$ cat src/rtl/alm_acc_pkg.sv
// Shared types and default sizing for the dot-product accumulator.
// Latency: n/a (declarations only).
// Backpressure: n/a.
package alm_acc_pkg;

    localparam int ACC_WIDTH_DEF = 40;
    localparam int MAX_LEN_DEF   = 256;

    typedef enum logic {
        ACCUM = 1'b0,
        HOLD  = 1'b1
    } state_t;

endpackage

$ cat src/rtl/alm_sat_add.sv
// Saturating two's-complement adder: W-bit operands, clamped W-bit sum.
// Latency: combinational.
// Backpressure: none.
module alm_sat_add #(
    parameter int W = 40
) (
    input  logic signed [W-1:0] acc,
    input  logic signed [W-1:0] addend,
    output logic signed [W-1:0] sum,
    output logic                sat_hit
);

    localparam logic signed [W-1:0] MAX_VAL = {1'b0, {(W-1){1'b1}}};
    localparam logic signed [W-1:0] MIN_VAL = {1'b1, {(W-1){1'b0}}};

    logic signed [W:0] wide;

    // One guard bit: the top two bits disagree exactly when the W-bit result overflowed.
    always_comb begin
        wide    = {acc[W-1], acc} + {addend[W-1], addend};
        sat_hit = wide[W] ^ wide[W-1];
        if (!sat_hit) begin
            sum = wide[W-1:0];
        end else if (wide[W]) begin
            sum = MIN_VAL;
        end else begin
            sum = MAX_VAL;
        end
    end

endmodule

$ cat src/rtl/alm_dot_accumulator.sv
// Accumulates signed products into a saturating sum, emitting one result per vector.
// Latency: result valid the cycle after the closing beat (i_last or MAX_LEN reached).
// Backpressure: o_ready low while a result is held; released one cycle after i_ready.
module alm_dot_accumulator
    import alm_acc_pkg::*;
#(
    parameter int ACC_WIDTH = ACC_WIDTH_DEF,
    parameter int MAX_LEN   = MAX_LEN_DEF,
    localparam int CW       = $clog2(MAX_LEN + 1)
) (
    input  logic                        i_clk,
    input  logic                        i_rst,
    input  logic                        i_valid,
    output logic                        o_ready,
    input  logic signed [31:0]          i_prod,
    input  logic                        i_last,
    input  logic                        i_clear,
    output logic                        o_valid,
    input  logic                        i_ready,
    output logic signed [ACC_WIDTH-1:0] o_acc,
    output logic [CW-1:0]               o_count,
    output logic                        o_sat
);

    localparam logic [CW-1:0] MAX_CNT = CW'(MAX_LEN);

    state_t                 state, state_nxt;
    logic signed [ACC_WIDTH-1:0] acc, acc_nxt, sum, prod_ext;
    logic [CW-1:0]          count, count_nxt, count_inc;
    logic                   sat, sat_nxt, sat_hit, accept;

    assign prod_ext  = {{(ACC_WIDTH-32){i_prod[31]}}, i_prod};
    assign count_inc = count + 1'b1;
    assign accept    = i_valid && o_ready && !i_clear;

    alm_sat_add #(.W(ACC_WIDTH)) u_sat_add (
        .acc     (acc),
        .addend  (prod_ext),
        .sum     (sum),
        .sat_hit (sat_hit)
    );

    always_ff @(posedge i_clk or posedge i_rst) begin
        if (i_rst) begin
            state <= ACCUM;
            acc   <= '0;
            count <= '0;
            sat   <= 1'b0;
        end else begin
            state <= state_nxt;
            acc   <= acc_nxt;
            count <= count_nxt;
            sat   <= sat_nxt;
        end
    end

    always_comb begin
        state_nxt = state;
        acc_nxt   = acc;
        count_nxt = count;
        sat_nxt   = sat;
        case (state)
            ACCUM: begin
                if (i_clear) begin
                    acc_nxt   = '0;
                    count_nxt = '0;
                    sat_nxt   = 1'b0;
                end else if (accept) begin
                    acc_nxt   = sum;
                    count_nxt = count_inc;
                    sat_nxt   = sat | sat_hit;
                    if (i_last || count_inc == MAX_CNT) begin
                        state_nxt = HOLD;
                    end
                end
            end
            HOLD: begin
                // Result fields stay frozen until the consumer takes them.
                if (i_ready) begin
                    state_nxt = ACCUM;
                    acc_nxt   = '0;
                    count_nxt = '0;
                    sat_nxt   = 1'b0;
                end
            end
            default: state_nxt = ACCUM;
        endcase
    end

    assign o_ready = (state == ACCUM);
    assign o_valid = (state == HOLD);
    assign o_acc   = acc;
    assign o_count = count;
    assign o_sat   = sat;

endmodule

$ cat config.mk
export PLATFORM = sky130hd
export DESIGN_NAME = alm_dot_accumulator
export DESIGN_NICKNAME = d
export VERILOG_FILES = /design/src/rtl/alm_acc_pkg.sv /design/src/rtl/alm_sat_add.sv /design/src/rtl/alm_dot_accumulator.sv
export SDC_FILE = /design/constraint.sdc
export NUM_CORES = 1
export LEC_CHECK = 0
export ABC_AREA = 1
export CELL_PAD_IN_SITES_DETAIL_PLACEMENT = 1
export CELL_PAD_IN_SITES_GLOBAL_PLACEMENT = 1
export CORE_MARGIN = 2
export CORE_UTILIZATION = 35
export CTS_CLUSTER_SIZE = 14
export DETAILED_ROUTE_END_ITERATION = 10
export PLACE_DENSITY_LB_ADDON = 0.25
export SETUP_SLACK_MARGIN = 0.3
export SLEW_MARGIN = 20
export SYNTH_ARGS = -nofsm -noshare
export SYNTH_HDL_FRONTEND = slang
export SYNTH_SLANG_ARGS = --single-unit
$ cat constraint.sdc
create_clock -name i_clk -period 4.1 [get_ports i_clk]
set_input_delay 0.615 -clock i_clk [delete_from_list [all_inputs] [get_ports i_clk]]
set_output_delay 0.615 -clock i_clk [all_outputs]
set_load 0.01 [all_outputs]
==> impl_results.md, run 1 <==
* Status: finished, final reports clean
* RSZ-0062 raised after global routing: false
* Reg-to-Reg End: o_acc[13]$_DFFE_PP0P_
* Worst-margin pin slew at 0.677 ns
* Tmin final at 3.26 ns
* CP arrival at 3.44 ns
* Hold Crit Class: reg2reg
* Hold Path End: o_acc[16]$_DFFE_PP0P_
* Post-DRT Antenna Nets at 0
* Initial antenna violation count at 0
* Cts hold-fix bufs at 0
* WP buf/inv at 2
* CTS H-tree lvls at 2
* Fin Clk Skew at 0.00892 ns
* Rel. slew slack at 0.548
* Die Area at 15500 µm²
* CTS clk-pin slew, worst paths at 0.08 ns
* Max incr delay on CP at 0.61 ns
* Routability congestion estimate at 0.923
* Post-Route WL at 17.9 mm
* Vias in the first global route at 5877
* RR Startpoint: o_acc[0]$_DFFE_PP0P_
* WHS at 0.518 ns
* Pre-antenna DRT Iters at 4
* Psw at 0.00142 W
* Critical path class: in2reg
* Critical path capture point type: flip-flop
* CP max FO at 15
* Num rows at 44
* Register share of total power at 0.238
* Die height at 124 µm
* Max-slew violations at 0
* Die width at 124 µm
* Layout Cells excl Fill at 1068
* Clk root buf: clkbuf_16
* Average vias per placed instance at 5.14
* Worst endpoint required time at 4.29 ns
* Mapped Cells at 791
* Comb power frac at 0.606
* Final period util at 0.794
* Syn nets at 872
* Worst R2R Path Depth at 17
* Crit path max-delay family: simple AND/OR/NAND/NOR gates
* Critical path, cell by cell: clkdlybuf4s50_1, ha_1, a21oi_1, nor2_1, nor3_1, nand2_1, a21oi_1, nand2_1, nand2_1, nand2_1, nand2_2, nand2_2, buf_4, o21ai_0, nand2_1
* DR WL/cell at 16.8 µm
* Startpoint of the worst hold path: o_acc[16]$_DFFE_PP0P_
* Synthesis Warnings at 0
* Lkg Pwr at 3.23 nW
* Vias at 5487
* TritonCTS Buffers at 5
* Post-CTS Resized at 0
* Ratio of cells with drive above 1 in the final layout at 0.0532
* Clock buffer depth at 2
* WP depth at 15
* DP Wirelength at 14.8 mm
* Netlist Area Pre-Place at 5080 µm²
* R2r setup slk at 1.17 ns
* CORE AREA at 14400 µm²
* CP max-delay cell: clkdlybuf4s50_1
* Synthesis-to-finish area growth at 24.6%
* Total global routing overflow at 0
* CTS sink count at 51
* Yosys reg bits at 51
* Largest net degree at the start of global routing at 41
* Top cells by area, synth: dfrtp_1, nand2_1, ha_1
* Sequential fraction of the synthesis area at 0.251
* Tot GR Track Use at 0.237
* Top-area cell type share of the netlist area at 0.251
* First-pass GRT wire length at 29.9 mm
* Endpoints failing setup at 0
* Int Power at 0.00152 W
* Worst setup SP type: input port
* Most used cell, CP: nand2_1
* Placed cells at 1060
* Worst-Skew Late Latency at 0.31 ns
* Port bufs at 89
* Dominant cell type by area after synthesis: dfrtp_1
* Final #Nets at 964
* Distinct cells, synth at 38
* CTS tree: done
* Max_cap viols at 0
* IO Pins at 90
* Syn avg cell area at 6.42 µm²
* Effective utilization at floorplan at 0.353
* Clk network pwr share at 0.156
* Hold depth at 2
* Initial drt markers at 191
* Post-CTS setup buffers at 0
* IR drop worst, VDD at 0.000164 V
* Max frequency at 0.307 GHz
* Pwr dens at 465 nW/µm²
* N_diodes at 0
* Sw frac at 0.484
* Hold Vio Cnt, Final at 0
* Setup tns final at 0 ns
* Post-route DRC at 0
-- layout make-up --
| class | count | area [µm²] |
|---|---|---|
| inverters | 81 | 304 |
| multi-input cells | 646 | 3410 |
| flip-flops and latches | 51 | 1280 |
| clock buffers | 5 | 125 |
| clock inverters | 3 | 26.3 |
| fillers | 1911 | 8040 |
| repair buffers | 98 | 958 |
| well taps | 184 | 230 |
-- cells by family after synthesis --
| group | after synthesis | share of synthesized area |
|---|---|---|
| AND/OR/NAND/NOR | 448 | 0.366 |
| AO/OA/AOI/OAI | 124 | 0.143 |
| buffers and inverters | 94 | 0.0781 |
| flip-flops | 51 | 0.251 |
| adder cells (fa/ha/maj) | 43 | 0.107 |
| XOR/XNOR | 31 | 0.0535 |
-- power groups by stage --
stage	combinational, W	clock [W]	sequential, W
finish	0.00178	0.000458	0.000701
floorplan	0.00113	0	0.000735
global placement	0.00175	0	0.000705
detailed placement	0.00178	0	0.000712
global route	0.00200	0.000491	0.000719
CTS	0.00179	0.000478	0.000704
-- synthesized netlist by cell type --
library cell,count
a21boi_0,3
a21o_1,3
a21oi_1,42
a21oi_2,3
a31oi_1,1
and2_1,2
buf_12,1
buf_2,4
buf_4,2
buf_6,2
clkbuf_1,4
dfrtp_1,51
fa_1,1
ha_1,42
inv_1,79
inv_2,2
nand2_1,289
nand2_2,8
nand3_1,36
nand3_2,2
nand3b_1,9
nand4_1,10
nor2_1,73
nor2_2,2
nor2_4,1
nor3_1,12
nor4_1,2
o211ai_1,1
o21a_1,4
o21ai_0,43
o21ai_2,10
o21bai_1,8
o221ai_1,1
o22ai_1,5
or2_1,1
or2_2,1
xnor2_1,5
xor2_1,26
-- per-stage QoR --
| step | setup slack, ns | area [µm²] | utilization | total power, W |
|---|---|---|---|---|
| floorplan | 1.44 | 5080 | - | 0.00186 |
| global placement | 0.720 | 6170 | 0.430 | 0.00245 |
| detailed placement | 0.550 | 6170 | 0.430 | 0.00249 |
| CTS | 0.871 | 6330 | 0.440 | 0.00297 |
| global route | 0.598 | 6330 | 0.440 | 0.00321 |
| finish | 0.843 | 6330 | 0.440 | 0.00294 |
-- tightest hold or removal path, delay by kind of cell, from the launching register on --
family	cells	cell delay (ns)
AND/OR/NAND/NOR	2	0.11
flip-flops	1	0.37
-- per-layer routing --
metal  routed length (µm)  track usage  vias to the layer above
met5                    0            0                        -
met4                  335       0.0608                        0
met3                  520       0.0322                       22
met2                 8250        0.399                      103
met1                 8820        0.319                     2627
li1                     -            -                     2735
-- state kept, by name (all words and copies together), names as in the netlist --
| name | flops |
|---|---|
| o_valid | 1 |
| o_sat | 1 |
| o_count | 9 |
| o_acc | 40 |
-- how the worst max path moves through the flow --
stage,start,to
4_1_cts,i_prod[31],o_acc[13]$_DFFE_PP0P_
3_3_place_gp,i_prod[31],o_acc[0]$_DFFE_PP0P_
5_1_grt,i_prod[31],o_acc[13]$_DFFE_PP0P_
3_5_place_dp,i_prod[31],o_acc[13]$_DFFE_PP0P_
6_report,i_prod[31],o_acc[13]$_DFFE_PP0P_
2_1_floorplan,i_prod[0],o_acc[4]$_DFFE_PP0P_
-- cells in the final DEF, fill, tap and decap left out, types with 4 or more instances in the layout --
cell type / netlist / final
clkbuf_16: 0 / 5
o21ai_2: 10 / 10
o21bai_1: 8 / 8
nor3_1: 12 / 12
inv_1: 79 / 78
dfrtp_1: 51 / 51
nand3_1: 36 / 36
nand2_2: 8 / 8
o21a_1: 4 / 4
o22ai_1: 5 / 5
ha_1: 42 / 42
nand3b_1: 9 / 9
nor2_1: 73 / 73
xnor2_1: 5 / 5
clkdlybuf4s50_1: 0 / 89
nand2_1: 289 / 289
nand4_1: 10 / 10
a21oi_1: 42 / 42
xor2_1: 26 / 26
o21ai_0: 43 / 43
buf_4: 2 / 9
No activity file was read; power rests on OpenSTA's default activity.
==> run 2: changes to the inputs <==
--- a/config.mk
+++ b/config.mk
@@ -9,7 +9,7 @@
 export CELL_PAD_IN_SITES_DETAIL_PLACEMENT = 1
 export CELL_PAD_IN_SITES_GLOBAL_PLACEMENT = 1
 export CORE_MARGIN = 2
-export CORE_UTILIZATION = 35
+export CORE_UTILIZATION = 34
 export CTS_CLUSTER_SIZE = 14
 export DETAILED_ROUTE_END_ITERATION = 10
 export PLACE_DENSITY_LB_ADDON = 0.25
==> constraint.sdc (replaced) <==
create_clock -name i_clk -period 2.7 [get_ports i_clk]
set_input_delay 0.405 -clock i_clk [delete_from_list [all_inputs] [get_ports i_clk]]
set_output_delay 0.405 -clock i_clk [all_outputs]
set_load 0.01 [all_outputs]
==> run 2 against run 1 <==
The flow now finishes with violations (setup timing). Setup slack got worse by 0.93 ns. Hold slack got worse by 0.033 ns. First-iteration DRC count increased to 2.7 times the previous value. Critical endpoint is now o_acc[31]$_DFFE_PP0P_. Flip-flop and latch count unchanged. Non-clock buffer count increased by 192. Via count increased by 33%. Combinational power increased to 2.9 times the previous value. Highest routed layer unchanged.
==> impl_results.md, run 2 (synthesis gave the netlist of run 1 again) <==
* Clk root buf: clkbuf_16
* Port bufs at 89
* Routed length on met1 at 11.0 mm
* First-pass GRT wire length at 38.9 mm
* Max_cap viols at 0
* Worst endpoint required time at 2.89 ns
* CP max FO at 7
* CTS sink count at 51
* Fillers at 1825
* Tot GR Track Use at 0.306
* Post-Route WL at 29.8 mm
* CTS tree: done
* Pwr dens at 783 nW/µm²
* Critical path class: reg2reg
* Initial drt markers at 511
* Worst-Skew Late Latency at 0.32 ns
* Average vias per placed instance at 5.79
* Die height at 126 µm
* TritonCTS Buffers at 5
* Hold Vio Cnt, Final at 0
* Worst slack, placed at -0.502 ns
* CTS H-tree lvls at 2
* Final #Nets at 1156
* DP Wirelength at 17.3 mm
* Initial antenna violation count at 0
* Effective utilization at floorplan at 0.348
* Layout Cells excl Fill at 1260
* Final period util at 1.03
* Num rows at 44
* Fin Clk Skew at 0.0136 ns
* Commonest non-fill, non-tap cells in the layout: nand2_1, buf_4, inv_1, clkdlybuf4s50_1, nor2_1
* Ratio of cells with drive above 1 in the final layout at 0.362
* Violated checks: setup timing
* Cts hold-fix bufs at 0
* IO Pins at 90
* Critical path capture point type: flip-flop
* Pre-antenna DRT Iters at 7
* IR drop worst, VDD at 0.000340 V
* Routability congestion estimate at 0.958
* RSZ-0062 raised after global routing: true
* CTS clk-pin slew, worst paths at 0.08 ns
* Top routing layer in use: met4
* Max-slew violations at 0
* Met2 wire len at 14.6 mm
* Endpoints failing setup at 12
* Synthesis-to-finish area growth at 75.5%
* Tmin final at 2.78 ns
* Worst-margin pin slew at 0.652 ns
* R2r setup slk at -0.08 ns
* Die Area at 15900 µm²
* Lkg Pwr at 4.36 nW
* Post-route DRC at 0
* Largest net degree at the start of global routing at 41
* Max frequency at 0.359 GHz
* Post-route setup slack at -0.0829 ns
* Die width at 126 µm
* Placed cells at 1220
* Vias at 7298
* Status: complete, but fails checks
* Vias in the first global route at 7511
* CP arrival at 2.97 ns
* DR WL met3 at 2.04 mm
* Hold Crit Class: in2async
* Number of flip-flops in the largest register at 40
* Post-DRT Antenna Nets at 0
* Rel. slew slack at 0.565
* N_diodes at 0
* DR WL/cell at 23.7 µm
* CORE AREA at 14600 µm²
* Total global routing overflow at 0
* Worst setup SP type: flip-flop
* Clock buffer depth at 2
* Commonest non-fill, non-tap cell in the layout: nand2_1
-- run 2: worst max-delay path: stages (launching register included) --
cell     delay (ns)
dfrtp_1        0.45
ha_4           0.32
nand2_1        0.11
nor2_4         0.17
nand2_1        0.15
nor2_2         0.19
nand2_2        0.08
nand3_4        0.11
nand2_4        0.08
buf_6          0.14
nand3_2        0.07
nand2_2        0.08
nand2_4        0.10
nand2_8        0.10
buf_12         0.16
o21ai_1        0.19
nand2_1        0.14
-- run 2: where the power goes --
part / switching (W) / leakage (nW) / internal (W) / total [W]
Combinational: 0.00271 / 3.61 / 0.00238 / 0.00510
Clock: 0.000358 / 0.0731 / 0.000373 / 0.000731
Sequential: 0.000232 / 0.673 / 0.000921 / 0.00115
-- run 2: layout make-up --
type	count	area, µm²	area share
clock buffer	6	139	0.0156
clock inverter	2	16.3	0.00182
tap	184	230	0.0258
inverter	81	304	0.0341
sequential	51	1290	0.144
multi-input combinational	646	4380	0.491
timing repair buffer	290	2560	0.287
-- run 2: routing by layer --
| metal | vias up | track usage |
|---|---|---|
| met4 | 0 | 0.133 |
| met1 | 3548 | 0.363 |
| met2 | 433 | 0.541 |
| li1 | 3130 | - |
| met5 | - | 0 |
| met3 | 187 | 0.0523 |
-- run 2: what timing repair did --
item | 4_1_cts | 5_1_grt
resized for setup | 155 | 86
buffers inserted | 15 | 11
gates cloned | 1 | 5
endpoints found under the hold margin | 0 | 0
pin swaps | 41 | 35
setup endpoints to repair | 41 | 40
-- run 2: worst paths after layout --
| path | startpoint | to | depth (start not counted) |
|---|---|---|---|
| max in group asynchronous | i_rst | o_acc[24]$_DFFE_PP0P_ | 3 |
| worst min register to register | o_sat$_DFFE_PP0P_ | o_sat$_DFFE_PP0P_ | 2 |
| min in group i_clk | o_sat$_DFFE_PP0P_ | o_sat$_DFFE_PP0P_ | 2 |
| worst min-delay path | i_rst | o_acc[12]$_DFFE_PP0P_ | 2 |
| worst max register to register | o_acc[12]$_DFFE_PP0P_ | o_acc[31]$_DFFE_PP0P_ | 16 |
| worst max-delay path | o_acc[12]$_DFFE_PP0P_ | o_acc[31]$_DFFE_PP0P_ | 16 |
-- run 2: through the flow --
stage | total power, W | TNS (ns) | instance area [µm²] | utilization | hold slack, ns
global placement | 0.00463 | -13.42 | 7460 | 0.511 | 0.494
floorplan | 0.00283 | 0 | 5080 | - | 0.532
CTS | 0.00607 | 0 | 8420 | 0.577 | 0.503
detailed placement | 0.00478 | -17.07 | 7460 | 0.511 | 0.509
finish | 0.00698 | -0.311 | 8910 | 0.611 | 0.484
global route | 0.00725 | -2.19 | 8910 | 0.611 | 0.539
